==> config.mk <==
export PLATFORM = sky130hd
export DESIGN_NAME = rf_write_arbiter
export DESIGN_NICKNAME = d
export VERILOG_FILES = /design/src/rtl/rf_write_arbiter.sv
export SDC_FILE = /design/constraint.sdc
export NUM_CORES = 1
export LEC_CHECK = 0
export ABC_AREA = 1
export CORE_UTILIZATION = 25
export DETAILED_ROUTE_END_ITERATION = 10
export SYNTH_ARGS = -nofsm -noshare
export SYNTH_HDL_FRONTEND = slang
export SYNTH_SLANG_ARGS = --single-unit
==> constraint.sdc <==
create_clock -name clk -period 2 [get_ports clk]
set_clock_uncertainty 0.15 [all_clocks]
set_input_delay 0.4 -clock clk [delete_from_list [all_inputs] [get_ports clk]]
set_output_delay 0.4 -clock clk [all_outputs]
set_load 0.1 [all_outputs]
==> src/rtl/rf_write_arbiter.sv <==
// rf_write_arbiter: sole owner of the register-file write port.
// After reset it clears every register to zero, then grants writes
// round-robin between ALU writeback (req0) and load writeback (req1).
// Writes aimed at register 0 are swallowed and flagged on zero_drop.
// Cycles in which both requesters compete are counted for perf debug.
module rf_write_arbiter #(
  parameter int DATA_W   = 32,
  parameter int ADDR_W   = 5,
  parameter int NUM_REGS = 32,
  parameter int CNT_W    = 16
) (
  input  logic              clk,
  input  logic              rst_n,
  input  logic              req0_valid,
  output logic              req0_ready,
  input  logic [ADDR_W-1:0] req0_reg,
  input  logic [DATA_W-1:0] req0_data,
  input  logic              req1_valid,
  output logic              req1_ready,
  input  logic [ADDR_W-1:0] req1_reg,
  input  logic [DATA_W-1:0] req1_data,
  output logic [ADDR_W-1:0] WriteReg,
  output logic [DATA_W-1:0] WriteData,
  output logic              RegWrite,
  output logic              init_done,
  output logic              zero_drop,
  output logic [CNT_W-1:0]  contention_cnt
);

  typedef enum logic {
    S_CLEAR = 1'b0,
    S_RUN   = 1'b1
  } state_t;

  state_t              r_state;
  logic [ADDR_W-1:0]   r_clr_idx;
  logic                r_last_grant;
  logic [ADDR_W-1:0]   r_write_reg;
  logic [DATA_W-1:0]   r_write_data;
  logic                r_reg_write;
  logic                r_init_done;
  logic                r_zero_drop;
  logic [CNT_W-1:0]    r_cnt;

  logic                w_run;
  logic                w_both;
  logic                w_grant;
  logic                w_xfer;
  logic [ADDR_W-1:0]   w_sel_reg;
  logic [DATA_W-1:0]   w_sel_data;

  assign w_run  = (r_state == S_RUN);
  assign w_both = req0_valid & req1_valid;

  // Round-robin pick: on a tie the requester that did not win last time goes.
  always_comb begin
    // NOTE: default first so every path assigns w_grant and no latch is inferred.
    w_grant = 1'b0;
    if (w_both)
      w_grant = ~r_last_grant;
    else if (req1_valid)
      w_grant = 1'b1;
  end

  assign req0_ready = w_run & req0_valid & ~w_grant;
  assign req1_ready = w_run & req1_valid &  w_grant;
  assign w_xfer     = req0_ready | req1_ready;
  assign w_sel_reg  = w_grant ? req1_reg  : req0_reg;
  assign w_sel_data = w_grant ? req1_data : req0_data;

  // Clear sequencer, write-port registers and contention counter.
  always_ff @(posedge clk or negedge rst_n) begin
    if (!rst_n) begin
      // NOTE: non-blocking assignments throughout so every register samples
      // pre-edge values regardless of statement order.
      r_state      <= S_CLEAR;
      r_clr_idx    <= '0;
      r_last_grant <= 1'b1;
      r_write_reg  <= '0;
      r_write_data <= '0;
      r_reg_write  <= 1'b0;
      r_init_done  <= 1'b0;
      r_zero_drop  <= 1'b0;
      r_cnt        <= '0;
    end else begin
      case (r_state)
        S_CLEAR: begin
          r_reg_write  <= 1'b1;
          r_write_reg  <= r_clr_idx;
          r_write_data <= '0;
          r_zero_drop  <= 1'b0;
          r_clr_idx    <= r_clr_idx + ADDR_W'(1);
          if (r_clr_idx == ADDR_W'(NUM_REGS - 1)) begin
            r_state     <= S_RUN;
            r_init_done <= 1'b1;
          end
        end
        S_RUN: begin
          if (w_both && (r_cnt != '1))
            r_cnt <= r_cnt + CNT_W'(1);
          if (w_xfer) begin
            r_write_reg  <= w_sel_reg;
            r_write_data <= w_sel_data;
            r_last_grant <= w_grant;
            r_reg_write  <= (w_sel_reg != '0);
            r_zero_drop  <= (w_sel_reg == '0);
          end else begin
            r_reg_write  <= 1'b0;
            r_zero_drop  <= 1'b0;
          end
        end
        default: r_state <= S_CLEAR;
      endcase
    end
  end

  assign WriteReg       = r_write_reg;
  assign WriteData      = r_write_data;
  assign RegWrite       = r_reg_write;
  assign init_done      = r_init_done;
  assign zero_drop      = r_zero_drop;
  assign contention_cnt = r_cnt;

endmodule

==> metrics.txt, run 1 <==
# TYPE chip_impl_metric gauge
chip_impl_metric{name="start_util",unit="%"} 25.95
chip_impl_metric{name="portBuffers",unit=""} 135
chip_impl_metric{name="maxCapViolCount",unit=""} 0
chip_impl_metric{name="routedWlPerCell",unit="um"} 12.77
chip_impl_metric{name="internal_power",unit="uW"} 3229
chip_impl_metric{name="worstPathRequired",unit="ns"} 1.45
chip_impl_metric{name="proportion_of_power_drawn_by_combinational_gates",unit="%"} 37.5
chip_impl_metric{name="fillers",unit=""} 1209
chip_impl_metric{name="clk-insertion-delay-late",unit="ns"} 0.32
chip_impl_info{name="synth_common_cells",value="sky130_fd_sc_hd__nand2_1 (180), sky130_fd_sc_hd__dfrtp_1 (62), sky130_fd_sc_hd__inv_1 (38), sky130_fd_sc_hd__nor2_1 (30), sky130_fd_sc_hd__nand3_1 (25)"} 1
chip_impl_metric{name="clk_path_buf_depth",unit=""} 2
chip_impl_info{name="worstSetupStartpointType",value="flop"} 1
chip_impl_metric{name="hold_violations",unit=""} 0
chip_impl_metric{name="htreeDepth",unit=""} 3
chip_impl_info{name="synth_flop_cell",value="sky130_fd_sc_hd__dfrtp_1"} 1
chip_impl_info{name="tritoncts_clock_tree",value="built"} 1
chip_impl_metric{name="hpwl",unit="um"} 7311
chip_impl_metric{name="report.final.setup_viol",unit=""} 0
chip_impl_info{name="critPathCaptureType",value="primary output"} 1
chip_impl_metric{name="max_freq",unit="MHz"} 519.3
chip_impl_info{name="min-delay-start",value="r_last_grant"} 1
chip_impl_metric{name="die_h",unit="um"} 117.1
chip_impl_metric{name="cts.sink_count",unit=""} 63
chip_impl_metric{name="post-route-min-period",unit="ns"} 1.926
chip_impl_metric{name="grt_remaining_overflow",unit=""} 0
chip_impl_info{name="ctsRootBufferMaster",value="sky130_fd_sc_hd__clkbuf_16"} 1
chip_impl_metric{name="cellPowerDensity",unit="nW/um^2"} 873.8
chip_impl_info{name="worst-setup-path-type",value="reg2out"} 1
chip_impl_info{name="r2r_start",value="contention_cnt[0]"} 1
chip_impl_metric{name="coreArea",unit="sq um"} 12770
chip_impl_metric{name="die_area",unit="sq um"} 13720
chip_impl_metric{name="std_cell_rows",unit=""} 41
chip_impl_metric{name="number_of_enable_type_register_cells_in_the_synthesized_netlist",unit=""} 0
chip_impl_metric{name="syn_area",unit="sq um"} 3314
chip_impl_info{name="synthDominantAreaCellType",value="sky130_fd_sc_hd__dfrtp_1"} 1
chip_impl_metric{name="max_slew.worst_pin.slew",unit="ns"} 1.032
chip_impl_info{name="hold_class",value="reg2reg"} 1
chip_impl_metric{name="cts_made_buffers",unit=""} 9
chip_impl_metric{name="num-nets-final",unit=""} 664
chip_impl_metric{name="swShare",unit="%"} 37.34
chip_impl_metric{name="final-instance-count-excl-fill",unit=""} 760
chip_impl_metric{name="drt_pass1_iterations",unit=""} 4
chip_impl_metric{name="sequentialPowerShare",unit="%"} 30.4
chip_impl_metric{name="drt.antenna.violating_nets",unit=""} 0
chip_impl_metric{name="p_leak",unit="uW"} 0.002741
chip_impl_metric{name="die_width",unit="um"} 117.1
chip_impl_metric{name="post_synth_net_total",unit=""} 514
chip_impl_metric{name="final.period_utilization",unit="%"} 96.28
chip_impl_metric{name="synth_largest_type_area_fraction",unit="%"} 46.81
chip_impl_info{name="synth_most_common_cell",value="sky130_fd_sc_hd__nand2_1"} 1
chip_impl_metric{name="ys_seq_elements",unit=""} 63
chip_impl_metric{name="grt_use_total",unit="%"} 14.96
chip_impl_metric{name="count_of_boundary_i_o_pins",unit=""} 136
chip_impl_metric{name="seq_area_frac_synth",unit="%"} 47.60
chip_impl_info{name="synth.top_cells.by_area",value="sky130_fd_sc_hd__dfrtp_1 (47%), sky130_fd_sc_hd__nand2_1 (20%), sky130_fd_sc_hd__o211ai_1 (5.0%), sky130_fd_sc_hd__inv_1 (4.3%), sky130_fd_sc_hd__nand3_1 (3.8%)"} 1
chip_impl_metric{name="routed_vias_inst",unit=""} 4.380
chip_impl_metric{name="finalWeightedCongestion",unit=""} 0.8506
chip_impl_metric{name="clkPwrFrac",unit="%"} 32.1
chip_impl_metric{name="grt_antenna_before_repair",unit=""} 0
chip_impl_metric{name="timing.max_slew.rel_slack",unit="%"} 31.14
chip_impl_metric{name="post-place-cells",unit=""} 744
chip_impl_metric{name="ir_worst_vdd",unit="uV"} 321.4
chip_impl_metric{name="worst_ep_arrival_time",unit="ns"} 1.38
chip_impl_metric{name="share_of_layout_cells_above_drive_strength_1",unit="%"} 21.60
chip_impl_info{name="outcome",value="complete, no violations"} 1
chip_impl_metric{name="area_delta_synth_final",unit="%"} 77.92
chip_impl_metric{name="yosysUniqueCellTypes",unit=""} 30
chip_impl_metric{name="drt_wl_total",unit="um"} 9707
chip_impl_metric{name="ys_warn_count",unit=""} 0
chip_impl_metric{name="post-layout-total-power",unit="uW"} 5153
chip_impl_metric{name="crit_fanout",unit=""} 21
chip_impl_info{name="cp-startpoint",value="r_state"} 1
chip_impl_metric{name="via_count_of_the_first_global_routing_pass",unit=""} 3263
chip_impl_metric{name="cts.reportedPaths.clkPinSlew",unit="ns"} 0.06
chip_impl_metric{name="first_iter_violations",unit=""} 154
chip_impl_metric{name="synthCells",unit=""} 433
chip_impl_metric{name="final_max_slew_viol_count",unit=""} 0
chip_impl_metric{name="grt_max_degree",unit=""} 64
chip_impl_info{name="rsz0062_at_grt",value="false"} 1
chip_impl_metric{name="ys_async_sr_fraction",unit="%"} 100.0
chip_impl_metric{name="avgSynthCellArea",unit="sq um"} 7.655
chip_impl_metric{name="detailroute.via_count",unit=""} 3329
chip_impl_metric{name="remaining_drc_errors",unit=""} 0
chip_impl_metric{name="diodes",unit=""} 0
chip_impl_metric{name="power_dissipated_by_switching_net_loads",unit="uW"} 1924
chip_impl_metric{name="grt_first_pass_wirelength",unit="um"} 15700
==> worst max-delay path, stage by stage (launching register included) <==
cell                      delay, ns
sky130_fd_sc_hd__dfrtp_1       0.38
sky130_fd_sc_hd__buf_6         0.21
sky130_fd_sc_hd__nand2_1       0.11
sky130_fd_sc_hd__a21oi_4       0.15
sky130_fd_sc_hd__buf_12        0.19
==> power by group through the flow <==
stage               registers [uW]  logic [uW]  clock network (uW)
global route                  1580        2020                1750
finish                        1570        1930                1650
floorplan                     2370         285                   0
global placement              1580        1930                   0
CTS                           1570        1950                1690
detailed placement            1590        1950                   0
==> through the flow <==
stage	instance area (sq um)	util (%)	hold WS [ns]	setup TNS, ns	setup slack (ns)
global route	5897	46.17	0.4139	0	0.004425
detailed placement	5574	43.64	0.2983	-11.84	-0.3853
finish	5897	46.17	0.3701	0	0.07438
global placement	5574	43.64	0.2985	-10.03	-0.3349
CTS	5897	46.17	0.3714	0	0.05472
floorplan	3351	-	-0.04559	0	0.01881
==> per-layer routing <==
metal / routed length (um) / track usage, % / up-vias / share of wire, %
li1: - / - / 1673 / -
met2: 4759 / 24.43 / 88 / 49
met1: 4316 / 19.15 / 1557 / 44
met3: 497 / 3.193 / 11 / 5.1
met4: 133 / 6.329 / 0 / 1.4
met5: 0 / 0 / - / 0
==> final cells by class <==
cell class	count	area, sq um	area share, %
repair buffers	158	2128	36.09
flip-flops and latches	63	1602	27.16
multi-input cells	310	1491	25.29
clock buffers	12	236.5	4.010
well taps	172	215.2	3.649
inverters	41	153.9	2.610
clock inverters	4	70.07	1.188
==> timing repair <==
| action | 4_1_cts | 5_1_grt |
|---|---|---|
| hold endpoints to repair | 62 | 0 |
| setup endpoints to repair | 24 | 2 |
| hold buffers | 1 | 0 |
| setup buffers | 0 | 0 |
| resized for setup | 6 | 0 |
| pin swaps | 1 | 1 |
==> state kept, by name (all words and copies together) (netlist names) <==
register        flops
zero_drop           1
WriteData          32
init_done           1
r_last_grant        1
r_state             1
RegWrite            1
WriteReg            5
contention_cnt     16
r_clr_idx           5
==> cells in the final DEF, fill, tap and decap left out, types with 9 or more instances in the layout <==
cell type / n
sky130_fd_sc_hd__o211ai_1: 22
sky130_fd_sc_hd__dfrtp_2: 13
sky130_fd_sc_hd__clkbuf_16: 9
sky130_fd_sc_hd__nor2_1: 30
sky130_fd_sc_hd__dfrtp_1: 47
sky130_fd_sc_hd__nand3_1: 25
sky130_fd_sc_hd__a31oi_1: 11
sky130_fd_sc_hd__clkdlybuf4s50_1: 74
sky130_fd_sc_hd__inv_1: 38
sky130_fd_sc_hd__buf_12: 60
sky130_fd_sc_hd__buf_4: 19
sky130_fd_sc_hd__nand2_1: 179
==> final timing paths <==
kind | end | slack, ns | cells after the start
max | req0_ready | 0.07 | 4
min | r_last_grant | 0.37 | 2
max reg2reg | contention_cnt[12] | 0.15 | 7
min reg2reg | r_last_grant | 0.37 | 2
max in group asynchronous | r_last_grant | 0.89 | 3
min in group asynchronous | WriteData[12] | 0.46 | 3
==> cell families after synthesis <==
logic type	after synthesis	share of synthesized area, %
fa+ha+maj	3	1.133
xor+xnor	9	2.378
simple gates	254	31.63
flops	63	47.60
buf+inv	60	8.116
compound gates	44	9.136
(Power assumes the default switching activity.)
==> run 2: changes to the inputs <==
--- a/config.mk
+++ b/config.mk
@@ -8,6 +8,7 @@
 export ABC_AREA = 1
 export CORE_UTILIZATION = 25
 export DETAILED_ROUTE_END_ITERATION = 10
+export GPL_TIMING_DRIVEN = 0
 export SYNTH_ARGS = -nofsm -noshare
 export SYNTH_HDL_FRONTEND = slang
 export SYNTH_SLANG_ARGS = --single-unit
==> constraint.sdc (replaced) <==
create_clock -name clk -period 1.7 [get_ports clk]
set_clock_uncertainty 0.15 [all_clocks]
set_input_delay 0.34 -clock clk [delete_from_list [all_inputs] [get_ports clk]]
set_output_delay 0.34 -clock clk [all_outputs]
set_load 0.1 [all_outputs]
==> run 2 against run 1 <==
The run now ends with negative setup slack left. Register-to-register slack got worse by 0.17 ns. Combinational power barely moved. Via count rose by 3.2%. First-iteration DRC count fell by 9.7%. Final cell count rose by 2.1%. Flip-flop and latch count did not move. Sequential power rose by 13%. Non-clock buffer count rose by 16. Cell area fell by 8.9%. Setup slack got worse by 0.19 ns. Critical path type unchanged. Largest power group unchanged. Highest routed layer unchanged.
==> metrics.txt, run 2 (same netlist as run 1, synthesis figures left out) <==
# TYPE chip_impl_metric gauge
chip_impl_info{name="tritoncts_clock_tree",value="built"} 1
chip_impl_metric{name="setup_total_negative_slack",unit="ns"} -0.2391
chip_impl_metric{name="worstPathRequired",unit="ns"} 1.21
chip_impl_metric{name="final.period_utilization",unit="%"} 106.5
chip_impl_metric{name="max_slew.worst_pin.slew",unit="ns"} 0.8259
chip_impl_metric{name="coreArea",unit="sq um"} 12770
chip_impl_metric{name="timing.max_slew.rel_slack",unit="%"} 44.94
chip_impl_metric{name="reg2reg_setup_slack",unit="ns"} -0.02
chip_impl_metric{name="grt_remaining_overflow",unit=""} 0
chip_impl_metric{name="area_delta_synth_final",unit="%"} 62.06
chip_impl_metric{name="grt_first_pass_wirelength",unit="um"} 16850
chip_impl_metric{name="cts.sink_count",unit=""} 63
chip_impl_info{name="ctsRootBufferMaster",value="sky130_fd_sc_hd__clkbuf_16"} 1
chip_impl_metric{name="crit_fanout",unit=""} 3
chip_impl_metric{name="diodes",unit=""} 0
chip_impl_metric{name="report.final.setup_viol",unit=""} 8
chip_impl_metric{name="drt_pass1_iterations",unit=""} 4
chip_impl_metric{name="drt.antenna.violating_nets",unit=""} 0
chip_impl_metric{name="ir_worst_vdd",unit="uV"} 397.3
chip_impl_metric{name="worst_ep_arrival_time",unit="ns"} 1.32
chip_impl_info{name="hold_class",value="in2reg"} 1
chip_impl_metric{name="hold_violations",unit=""} 0
chip_impl_metric{name="first_iter_violations",unit=""} 139
chip_impl_metric{name="slack_of_the_critical_path",unit="ns"} -0.1109
chip_impl_metric{name="finalWeightedCongestion",unit=""} 0.8434
chip_impl_metric{name="p_leak",unit="uW"} 0.002589
chip_impl_metric{name="via_count_of_the_first_global_routing_pass",unit=""} 3370
chip_impl_metric{name="grt_use_total",unit="%"} 16.16
chip_impl_metric{name="die_h",unit="um"} 117.1
chip_impl_metric{name="final_max_slew_viol_count",unit=""} 0
chip_impl_metric{name="largest_reg_flops",unit=""} 32
chip_impl_info{name="critPathCaptureType",value="primary output"} 1
chip_impl_metric{name="die_width",unit="um"} 117.1
chip_impl_metric{name="clk-insertion-delay-late",unit="ns"} 0.33
chip_impl_metric{name="post-layout-total-power",unit="uW"} 5601
chip_impl_info{name="rsz0062_at_grt",value="true"} 1
chip_impl_metric{name="max_freq",unit="MHz"} 552.2
chip_impl_info{name="layout_common_cells",value="sky130_fd_sc_hd__nand2_1 (155), sky130_fd_sc_hd__clkdlybuf4s50_1 (74), sky130_fd_sc_hd__dfrtp_1 (46), sky130_fd_sc_hd__buf_2 (45), sky130_fd_sc_hd__inv_1 (38)"} 1
chip_impl_metric{name="start_util",unit="%"} 25.95
chip_impl_metric{name="share_of_layout_cells_above_drive_strength_1",unit="%"} 28.81
chip_impl_metric{name="routed_vias_inst",unit=""} 4.425
chip_impl_metric{name="post-route-min-period",unit="ns"} 1.811
chip_impl_info{name="layout.cells.most_common",value="sky130_fd_sc_hd__nand2_1"} 1
chip_impl_metric{name="cts.reportedPaths.clkPinSlew",unit="ns"} 0.06
chip_impl_metric{name="grt_antenna_before_repair",unit=""} 0
chip_impl_metric{name="final-instance-count-excl-fill",unit=""} 776
chip_impl_info{name="outcome",value="finished, violations left"} 1
chip_impl_metric{name="count_of_boundary_i_o_pins",unit=""} 136
chip_impl_metric{name="cellPowerDensity",unit="nW/um^2"} 1043
chip_impl_metric{name="clk_path_buf_depth",unit=""} 2
chip_impl_info{name="violations",value="negative setup slack"} 1
chip_impl_metric{name="grt_max_degree",unit=""} 64
chip_impl_metric{name="hpwl",unit="um"} 7554
chip_impl_metric{name="cts_made_buffers",unit=""} 9
chip_impl_metric{name="remaining_drc_errors",unit=""} 0
chip_impl_metric{name="std_cell_rows",unit=""} 41
chip_impl_metric{name="maxCapViolCount",unit=""} 0
chip_impl_metric{name="routedWlPerCell",unit="um"} 13.71
chip_impl_info{name="worstSetupStartpointType",value="flop"} 1
chip_impl_metric{name="finalHoldWorstSlack",unit="ns"} 0.2727
chip_impl_metric{name="portBuffers",unit=""} 134
chip_impl_metric{name="num-nets-final",unit=""} 680
chip_impl_info{name="worst-setup-path-type",value="reg2out"} 1
chip_impl_metric{name="drt_wl_total",unit="um"} 10640
chip_impl_metric{name="htreeDepth",unit=""} 3
chip_impl_metric{name="die_area",unit="sq um"} 13720
chip_impl_metric{name="post-place-cells",unit=""} 739
chip_impl_metric{name="worst_slack_at_placement",unit="ns"} -1.689
chip_impl_metric{name="detailroute.via_count",unit=""} 3434
-- run 2: path summary, 6_finish.rpt --
check                                   from                  to  cells past startpoint
max                             r_last_grant          req0_ready                      3
min                               req1_valid           zero_drop                      3
max reg2reg                contention_cnt[1]   contention_cnt[7]                      9
min reg2reg                    WriteData[31]       WriteData[31]                      2
max in group asynchronous              rst_n  contention_cnt[12]                      2
min in group asynchronous              rst_n       WriteData[13]                      2
-- run 2: per-layer routing --
layer  GRT usage [%]  wire length [um]  vias up
met3           3.502               579        9
met4           4.304               107        0
li1                -                 -     1715
met5               0                 0        -
met1           20.61              4682     1613
met2           27.61              5270       97
-- run 2: what timing repair did --
action                                 CTS  global route
hold buffers                             1             0
endpoints found under the hold margin    1             0
resized for setup                      329            46
pin swaps                                5            19
setup endpoints to repair              102            41
setup buffers                            9            11
gates cloned                             0             2
-- run 2: cell type report --
cell class                      instances  area [sq um]
Fill cell                            1293          7402
Multi-Input combinational cell        310          1620
Sequential cell                        63          1618
Timing Repair Buffer                  157          1314
Clock buffer                           12         256.5
Tap cell                              172         215.2
Inverter                               41         153.9
Buffer                                 17         148.9
Clock inverter                          4         45.04
-- run 2: worst max-delay path: stages, from the launching register on --
cell and delay [ns]:
sky130_fd_sc_hd__dfstp_2 0.55, sky130_fd_sc_hd__nand2_4 0.09, sky130_fd_sc_hd__a21oi_4 0.17, sky130_fd_sc_hd__buf_12 0.19
-- run 2: metrics by stage --
| step | utilization, % | instance area (sq um) |
|---|---|---|
| 6_report | 42.05 | 5371 |
| 5_1_grt | 42.05 | 5371 |
| 4_1_cts | 40.41 | 5161 |
| 3_5_place_dp | 38.82 | 4959 |
| 3_3_place_gp | 38.84 | 4961 |
| 2_1_floorplan | - | 3405 |
-- run 2: report_power, final --
group / internal (uW) / switching, uW
sequential: 1660 / 113
clock: 1210 / 663
combinational: 498 / 1460
